<file path="config.mk">
export PLATFORM = sky130hd
export DESIGN_NAME = pattern_gen_serial
export DESIGN_NICKNAME = d
export VERILOG_FILES = /design/src/rtl/pattern_pkg.sv /design/src/rtl/pattern_gen_serial.sv
export SDC_FILE = /design/constraint.sdc
export NUM_CORES = 1
export LEC_CHECK = 0
export BUFFER_PORTS_ARGS = -buffer_cell sky130_fd_sc_hd__clkbuf_2
export CELL_PAD_IN_SITES_DETAIL_PLACEMENT = 1
export CELL_PAD_IN_SITES_GLOBAL_PLACEMENT = 1
export CORE_ASPECT_RATIO = 0.8
export CORE_MARGIN = 4
export CORE_UTILIZATION = 42
export CTS_CLUSTER_SIZE = 10
export DETAILED_ROUTE_END_ITERATION = 8
export PLACE_DENSITY = 0.86
export SLEW_MARGIN = 25
export SYNTH_ARGS = -nofsm -noshare
export SYNTH_HDL_FRONTEND = slang
export SYNTH_SLANG_ARGS = --single-unit
</file>
<file path="constraint.sdc">
create_clock -name clk -period 2 [get_ports clk]
set_input_delay 0.1 -clock clk [delete_from_list [all_inputs] [get_ports clk]]
set_output_delay 0.1 -clock clk [all_outputs]
set_load 0.02 [all_outputs]
</file>
<file path="src/rtl/pattern_pkg.sv">
// Shared definitions for the serial pattern source and the overlapping-pattern detector:
// state encodings, symbol constants and the default pattern geometry.
package pattern_pkg;

  typedef enum logic [1:0] {
    S_IDLE = 2'b00,
    S_SEND = 2'b01,
    S_DONE = 2'b10
  } state_t;

  localparam logic B = 1'b0;
  localparam logic C = 1'b1;

  localparam int                     DEF_PAT_LEN = 5;
  localparam logic [DEF_PAT_LEN-1:0] DEF_PATTERN = {B, C, C, B, C};
  localparam int                     DEF_OVERLAP = 2;
  localparam int                     DEF_CNT_W   = 8;

endpackage

</file>
<file path="src/rtl/pattern_gen_serial.sv">
// Serial pattern transmitter: emits PATTERN MSB-first, repeated count_i times, either
// back-to-back or sharing an OVERLAP-bit prefix/suffix, with ready back-pressure.
module pattern_gen_serial
  import pattern_pkg::*;
#(
  parameter int                 PAT_LEN = DEF_PAT_LEN,
  parameter logic [PAT_LEN-1:0] PATTERN = DEF_PATTERN,
  parameter int                 OVERLAP = DEF_OVERLAP,
  parameter int                 CNT_W   = DEF_CNT_W
) (
  input  logic             clk,
  input  logic             rst,
  input  logic             start_i,
  input  logic [CNT_W-1:0] count_i,
  input  logic             overlap_i,
  input  logic             ready_i,
  output logic             d_o,
  output logic             valid_o,
  output logic             busy_o,
  output logic             done_o,
  output logic [CNT_W-1:0] sent_cnt_o
);

  localparam int              IDX_W    = $clog2(PAT_LEN);
  localparam logic [IDX_W-1:0] LAST_IDX = IDX_W'(PAT_LEN - 1);
  localparam logic [IDX_W-1:0] OVL_IDX  = IDX_W'(OVERLAP);

  state_t           r_state, w_state_next;
  logic [IDX_W-1:0] r_idx, w_idx_next;
  logic [CNT_W-1:0] r_remaining, w_remaining_next;
  logic [CNT_W-1:0] r_sent_cnt, w_sent_cnt_next;
  logic             r_overlap, w_overlap_next;
  logic             r_d, w_d_next;
  logic             r_valid, w_valid_next;
  logic             r_done, w_done_next;
  logic             w_xfer;
  logic [IDX_W-1:0] w_reload_idx;

  // Bit-reversed copy so that index 0 addresses the first bit on the wire.
  logic [PAT_LEN-1:0] w_pat_msb_first;
  for (genvar gi = 0; gi < PAT_LEN; gi++) begin : g_rev
    assign w_pat_msb_first[gi] = PATTERN[PAT_LEN-1-gi];
  end

  assign w_xfer       = r_valid && ready_i;
  assign w_reload_idx = r_overlap ? OVL_IDX : '0;

  always_ff @(posedge clk or posedge rst) begin
    if (rst) r_state <= S_IDLE;
    else     r_state <= w_state_next;
  end

  always_comb begin
    w_state_next     = r_state;
    w_idx_next       = r_idx;
    w_remaining_next = r_remaining;
    w_sent_cnt_next  = r_sent_cnt;
    w_overlap_next   = r_overlap;
    w_d_next         = 1'b0;
    w_valid_next     = 1'b0;
    w_done_next      = 1'b0;

    unique case (r_state)
      S_IDLE: begin
        if (start_i) begin
          w_sent_cnt_next = '0;
          if (count_i != '0) begin
            w_state_next     = S_SEND;
            w_remaining_next = count_i;
            w_overlap_next   = overlap_i;
            w_idx_next       = '0;
            w_valid_next     = 1'b1;
            w_d_next         = w_pat_msb_first[0];
          end else begin
            w_state_next = S_DONE;
            w_done_next  = 1'b1;
          end
        end
      end

      S_SEND: begin
        // Outputs are precomputed for the next cycle so d_o/valid_o stay registered.
        w_valid_next = 1'b1;
        w_d_next     = r_d;
        if (w_xfer) begin
          if (r_idx != LAST_IDX) begin
            w_idx_next = r_idx + IDX_W'(1);
            w_d_next   = w_pat_msb_first[w_idx_next];
          end else begin
            w_sent_cnt_next  = r_sent_cnt + CNT_W'(1);
            w_remaining_next = r_remaining - CNT_W'(1);
            if (r_remaining == CNT_W'(1)) begin
              w_state_next = S_DONE;
              w_valid_next = 1'b0;
              w_d_next     = 1'b0;
              w_done_next  = 1'b1;
            end else begin
              w_idx_next = w_reload_idx;
              w_d_next   = w_pat_msb_first[w_reload_idx];
            end
          end
        end
      end

      S_DONE: begin
        w_state_next = S_IDLE;
      end

      default: begin
        w_state_next = S_IDLE;
      end
    endcase
  end

  always_ff @(posedge clk or posedge rst) begin
    if (rst) begin
      r_idx       <= '0;
      r_remaining <= '0;
      r_sent_cnt  <= '0;
      r_overlap   <= 1'b0;
      r_d         <= 1'b0;
      r_valid     <= 1'b0;
      r_done      <= 1'b0;
    end else begin
      r_idx       <= w_idx_next;
      r_remaining <= w_remaining_next;
      r_sent_cnt  <= w_sent_cnt_next;
      r_overlap   <= w_overlap_next;
      r_d         <= w_d_next;
      r_valid     <= w_valid_next;
      r_done      <= w_done_next;
    end
  end

  assign d_o        = r_d;
  assign valid_o    = r_valid;
  assign done_o     = r_done;
  assign busy_o     = (r_state == S_SEND) || (r_state == S_DONE);
  assign sent_cnt_o = r_sent_cnt;

endmodule

</file>
**Yosys cells after proc, flatten, opt, wreduce, memory -nomap -nowiden**

Memory sizes are Yosys's and may differ from the RTL's.
Index checks and enable logic that the tools add are counted.
W data, S select, Z words.

- Flip-flop bits (word level): 25
- ROM bits: 16
- Bits of input ports: 13
- Logic and storage cells: 75
- Memories kept: 2

- Add/subtract/negate cells: 3
- Magnitude comparators: 2
- Equality and inequality tests: 10
- Mux-type cells: 40
- Reductions and logical operators: 10

Memories:

| memory | words | width | read ports | clocked after Yosys merged registers in | write ports | RTL line | RTL |
|---|---|---|---|---|---|---|---|
| (no name shown) | 8 | 1 | 1 | 0 | 0 | pattern_gen_serial.sv:99 | `w_d_next = w_pat_msb_first[w_reload_idx];` |
| (no name shown) | 8 | 1 | 1 | 0 | 0 | pattern_gen_serial.sv:88 | `w_d_next = w_pat_msb_first[w_idx_next];` |

Operators by type and width:

| kind | number |
|---|---|
| $mux W8 | 7 |
| $pmux W8 S2 | 2 |
| $mux W1 | 16 |
| $mux W3 | 5 |
| $mux W2 | 6 |
| $ne A2 B2 Y1 const B | 5 |
| $reduce_and A5 Y1 | 2 |
| $add A8 B1 Y8 const B | 1 |
| $eq A8 B1 Y1 const B | 1 |
| $reduce_and A4 Y1 | 2 |
| $reduce_bool A8 Y1 | 1 |
| $sub A8 B1 Y8 const B | 1 |
| $ne A3 B3 Y1 const B | 2 |
| $pmux W3 S2 | 1 |
| $lt A2 B4 Y1 const B | 1 |
| $lt A3 B4 Y1 const B | 1 |
| $pmux W1 S2 | 2 |
| $pmux W2 S2 | 1 |
| $add A3 B1 Y3 const B | 1 |
| $reduce_and A3 Y1 | 1 |
| $eq A2 B1 Y1 const B | 1 |
| $eq A2 B2 Y1 const B | 1 |
| $logic_not A2 Y1 | 1 |
| $reduce_bool A2 Y1 | 1 |
| 2 further kinds | 2 |

**Depth between registers and ports, before layout**

- Word-level depth: 7
- Mapped depth: 8

**Worst setup path after synthesis**

No wires, ideal clock.

- Path type: register -> register
- From: register r_remaining[0]
- To: register r_remaining[6]
- Library setup time: 0.138 ns
- Arrival: 1.692 ns
- Data required time: 1.862 ns
- Setup slack: 0.169 ns
- Stages on the path, launching flop included: 7
- Path buffers: 0
- Clock period less this slack: 1.831 ns
- Cells stage by stage: dfrtp_1 -> inv_1 -> ha_1 -> or3b_2 -> or4_1 -> o21ai_0 -> a31oi_1

- Longest elaborated chain between the ends: 4

Ends and longest elaborated chain:

| item | RTL line | RTL |
|---|---|---|
| start, declared | pattern_gen_serial.sv:30 | `logic [CNT_W-1:0] r_remaining, w_remaining_next;` |
| start signal, assigned | pattern_gen_serial.sv:126 | `r_remaining <= w_remaining_next;` |
| $sub A8 B1 Y8 | pattern_gen_serial.sv:91 | `w_remaining_next = r_remaining - CNT_W'(1);` |
| $mux W8 | pattern_gen_serial.sv:86 | `if (r_idx != LAST_IDX) begin` |
| $mux W8 | pattern_gen_serial.sv:85 | `if (w_xfer) begin` |
| $pmux W8 S2 | pattern_gen_serial.sv:63 | `unique case (r_state)` |

Every way passes these cells. The select of a mux whose other input is x is not followed.
A chain may end at the register's enable or synchronous reset.

**Final worst setup path**

- From: register r_state[1]
- To: register r_sent_cnt[4] (netlist: sent_cnt_o[4])

- Longest elaborated chain between the ends: 3

Ends and longest elaborated chain:

| item | RTL line | RTL |
|---|---|---|
| start, declared | pattern_gen_serial.sv:28 | `state_t r_state, w_state_next;` |
| start signal, assigned | pattern_gen_serial.sv:50 | `else r_state <= w_state_next;` |
| $eq A2 B1 Y1 / $logic_not A2 Y1 (equally long branches) | pattern_gen_serial.sv:63 |  |
| $ne A2 B2 Y1 (no line) / $reduce_bool A2 Y1 (equally long branches) | -- |  |
| $reduce_and A4 Y1 (no line) | -- |  |
| end signal, assigned | pattern_gen_serial.sv:127 | `r_sent_cnt <= w_sent_cnt_next;` |
| end, declared | pattern_gen_serial.sv:31 | `logic [CNT_W-1:0] r_sent_cnt, w_sent_cnt_next;` |

Several ways; a longest one is shown, not always the timed one.

==> summary.md <==
| Metric | Value |
|---|---|
| Ant diodes | `0` |
| First-pass GRT wire length | `7590 um` |
| Number of nets in the layout | `233` |
| Count of buffers from port buffering | `24` |
| #FFs+latches synth | `25` |
| Half-perimeter wire length after placement | `3490 um` |
| Prevailing post-synth register cell | `dfrtp_1` |
| Number of slew-limit violations in the final report | `0` |
| CTS max path bufs | `2` |
| Placer Congestion | `0.893` |
| Max-cap violations | `0` |
| Required time reported for the critical path endpoint | `2.16 ns` |
| Sum of internal, switching and leakage power | `around 2600 uW` |
| WHS | `0.0399 ns` |
| Summed instance area of the synthesized netlist | `0.00158 mm^2` |
| Maximum operating frequency | `0.524 GHz` |
| Core region area | `0.00352 mm^2` |
| Number of remaining DRC errors | `0` |
| Clock Latency Late Sink | `between 0.2 and 0.3 ns` |
| Sequential share of the synthesized area | `39.5%` |
| Effective utilization at floorplan | `45.0%` |
| Synthesized netlist net count | `198` |
| Share of final-layout standard cells stronger than drive strength 1 | `23.6%` |
| Leakage power summed over all cells | `0.000844 uW` |
| DR WL/cell | `18.0 um` |
| 1st-iter DRT viols | `between 90 and 100` |
| Detailed-routing iteration count for the pre-antenna-repair pass | `5` |
| Worst clock skew on the final layout | `between 0.002 and 0.0025 ns` |
| Main area contributors after synthesis | `dfrtp_1, ha_1, o21ai_0, or4_1, nand2_1` |
| CTS tree | `done` |
| Worst setup path start | `r_state[1]` |
| Number of global-route vias before repair | `about 1,600` |
| Startpoint type of the worst setup path | `register` |
| Die height | `62.9 um` |
| Clock period minus final worst setup slack | `1.91 ns` |
| Biggest area consumer among synthesized cells | `dfrtp_1` |
| Number of levels the H-tree was split into | `1` |
| Clock Sink Count | `25` |
| Number of vias in the routed layout | `1,556` |
| CP peak stage delay | `0.37 ns` |
| Average footprint of a synthesized cell | `a little under 9 um^2` |
| Share of the synthesized area in the top cell type | `39.5%` |
| Final Hold Vio Count | `0` |
| Number of buffers and inverters on the critical path | `1` |
| Worst ir drop on vdd | `roughly 0.57 mV` |
| Highest-delay cell along the critical path | `dfrtp_1` |
| Std-Cell Rows | `19` |
| Overall routing resource usage | `19.4%` |
| Areal power density over the cells | `~1400 mW/mm^2` |
| CTS buffer count | `3` |
| Relative slew margins | `between 70% and 80%` |
| GRT Residual Overflow | `0` |
| Worst-margin pin slew | `~0.35 ns` |
| Die outline area | `a little under 0.005 mm^2` |
| Io pins | `25` |
| Share of synthesized registers carrying an async set or reset | `100%` |
| Chip width | `76.6 um` |
| Setup-failing EPs final | `0` |
| Antenna Nets Post-Route | `0` |
| Run status | `completed` |
| Total setup buffers inserted after CTS | `0` |
| Clock-pin slew of the registers on the worst-case setup and hold paths | `0.09 ns` |
| Antenna violations before repair | `0` |
| Critical Path Sink Type | `register` |
| Post-detailed-routing wire length | `around 4600 um` |
| Signal arrival time at the worst endpoint | `approximately 2.1 ns` |
| Synth unique cells | `45` |
| Root Buffer Master | `clkbuf_8` |
| Number of enable flip-flop cells after synthesis | `0` |
| Delay-heaviest family, CP | `simple AND/OR/NAND/NOR gates` |
| Worst-path maximum fanout | `8` |
| Startpoint-to-endpoint class of the critical path | `reg2reg` |
| Vias per inst | `6.13` |
| Beginning of the worst register-to-register path | `r_state[1]` |
| Area delta synth->final | `18.8%` |
| Count of fill cells added during filler insertion | `between 400 and 500` |
| Post-Syn Instances | `approximately 180` |
| Yosys Warn Count | `0` |
| Kind of path behind the tightest hold check | `in2reg` |
| Final worst-path cycle share | `between 90% and 100%` |
| Critical Path, Cell by Cell | `inv_1 -> ha_2 -> a21bo_2 -> and3_1 -> nand4_1 -> mux2_2` |
| Hold Path Origin | `overlap_i` |
| Largest net degree at the start of global routing | `26` |
==> cells in the mapped netlist (3+ instances only) <==
cell,n
or3_1,5
o21ai_0,14
or4_1,9
nand3_1,10
nor2_1,9
nor3_1,6
inv_1,11
dfrtp_1,25
a21oi_1,10
o31ai_1,5
and3_1,4
nand2_1,15
nand4_1,4
clkbuf_1,3
ha_1,7
==> flip-flops by register name, summed over array words and instances, names as in the netlist <==
name / flops
r_remaining: 8
r_state: 2
valid_o: 1
sent_cnt_o: 8
d_o: 1
done_o: 1
r_overlap: 1
r_idx: 3
==> routing by layer <==
layer  track usage, %  wire, um  vias to the layer above
li1                 -         -                      737
met5                0         0                        -
met4             4.30        57                        0
met2             34.1      2230                       45
met1             24.3      2070                      766
met3             4.32       212                        8
==> report_power, final <==
group | switching (uW) | internal, uW | leakage (uW)
sequential | 177 | 670 | 0.000325
clock | 168 | 139 | 0.0000255
combinational | 818 | 596 | 0.000493
==> final cells by class <==
cell class              instances  area [um^2]  share of cell area [%]
clock buffers                   3         41.3                    2.20
multi-input cells             135          895                    47.6
clock inverters                 1         5.00                   0.266
well taps                      42         52.6                    2.79
inverters                      11         41.3                    2.20
flip-flops and latches         25          626                    33.3
repair buffers                 37          220                    11.7
==> final timing paths <==
| check | endpoint | slack, ns | cells after the start |
|---|---|---|---|
| hold reg to reg | sent_cnt_o[1] | 0.54 | 2 |
| max in group asynchronous | sent_cnt_o[4] | 1.34 | 4 |
| setup reg to reg | sent_cnt_o[4] | 0.09 | 6 |
| setup / recovery | sent_cnt_o[4] | 0.09 | 6 |
| hold / removal | r_overlap | 0.04 | 2 |
| min in group asynchronous | r_idx[0] | 0.41 | 4 |
==> metrics by stage <==
| stage | worst slack [ns] | TNS [ns] | std cells | utilization [%] | instance area, um^2 |
|---|---|---|---|---|---|
| final | 0.0920 | 0 | 254 | 53.4 | 1880 |
| after global routing | -0.00290 | -0.00290 | 254 | 53.4 | 1880 |
| after CTS | 0.0347 | 0 | 254 | 53.1 | 1870 |
| after detailed placement | -0.0200 | -0.0200 | 249 | 51.4 | 1810 |
| after global placement | 0.104 | 0 | 249 | 51.4 | 1810 |
| after floorplan | 0.169 | 0 | 178 | - | 1580 |
==> timing repair <==
item | 4_1_cts | 5_1_grt
gates resized for setup | 1 | 3
hold buffers | 1 | 0
hold endpoints to repair | 25 | 0
endpoints found under the setup margin | 2 | 6
gates cloned | 0 | 0
pin swaps | 0 | 1
==> cell usage in the layout, fill, tap and decap left out, types with 2 or more instances in the layout <==
cell,Yosys,layout
a31oi_1,2,2
nand2_1,15,15
nor2b_1,2,2
o21ai_0,14,14
and3_1,4,4
inv_1,11,11
o31ai_1,5,5
nor2_1,9,9
a21oi_1,10,10
buf_4,0,12
o211ai_1,2,2
dfrtp_1,25,25
ha_1,7,6
a21bo_2,2,2
o2bb2ai_1,2,2
nand4_1,4,4
nand3_1,10,10
or3_1,5,5
nand2b_1,2,2
clkbuf_2,0,24
clkbuf_8,0,3
nor4_1,2,2
nor3_1,6,6
a41oi_1,2,2
mux2_2,2,2
or4_1,9,9
==> logic make-up after synthesis <==
family,count (synthesis),synth area share (%)
AOI/OAI and AO/OA,47,19.6
xor gates and xnor gates,1,0.553
adders and majority gates,7,5.53
buffers and inverters,18,4.90
DFF,25,39.5
muxes,5,3.72
and+or+nand+nor,75,26.2
Note: power is estimated with default switching activity, not from simulation.
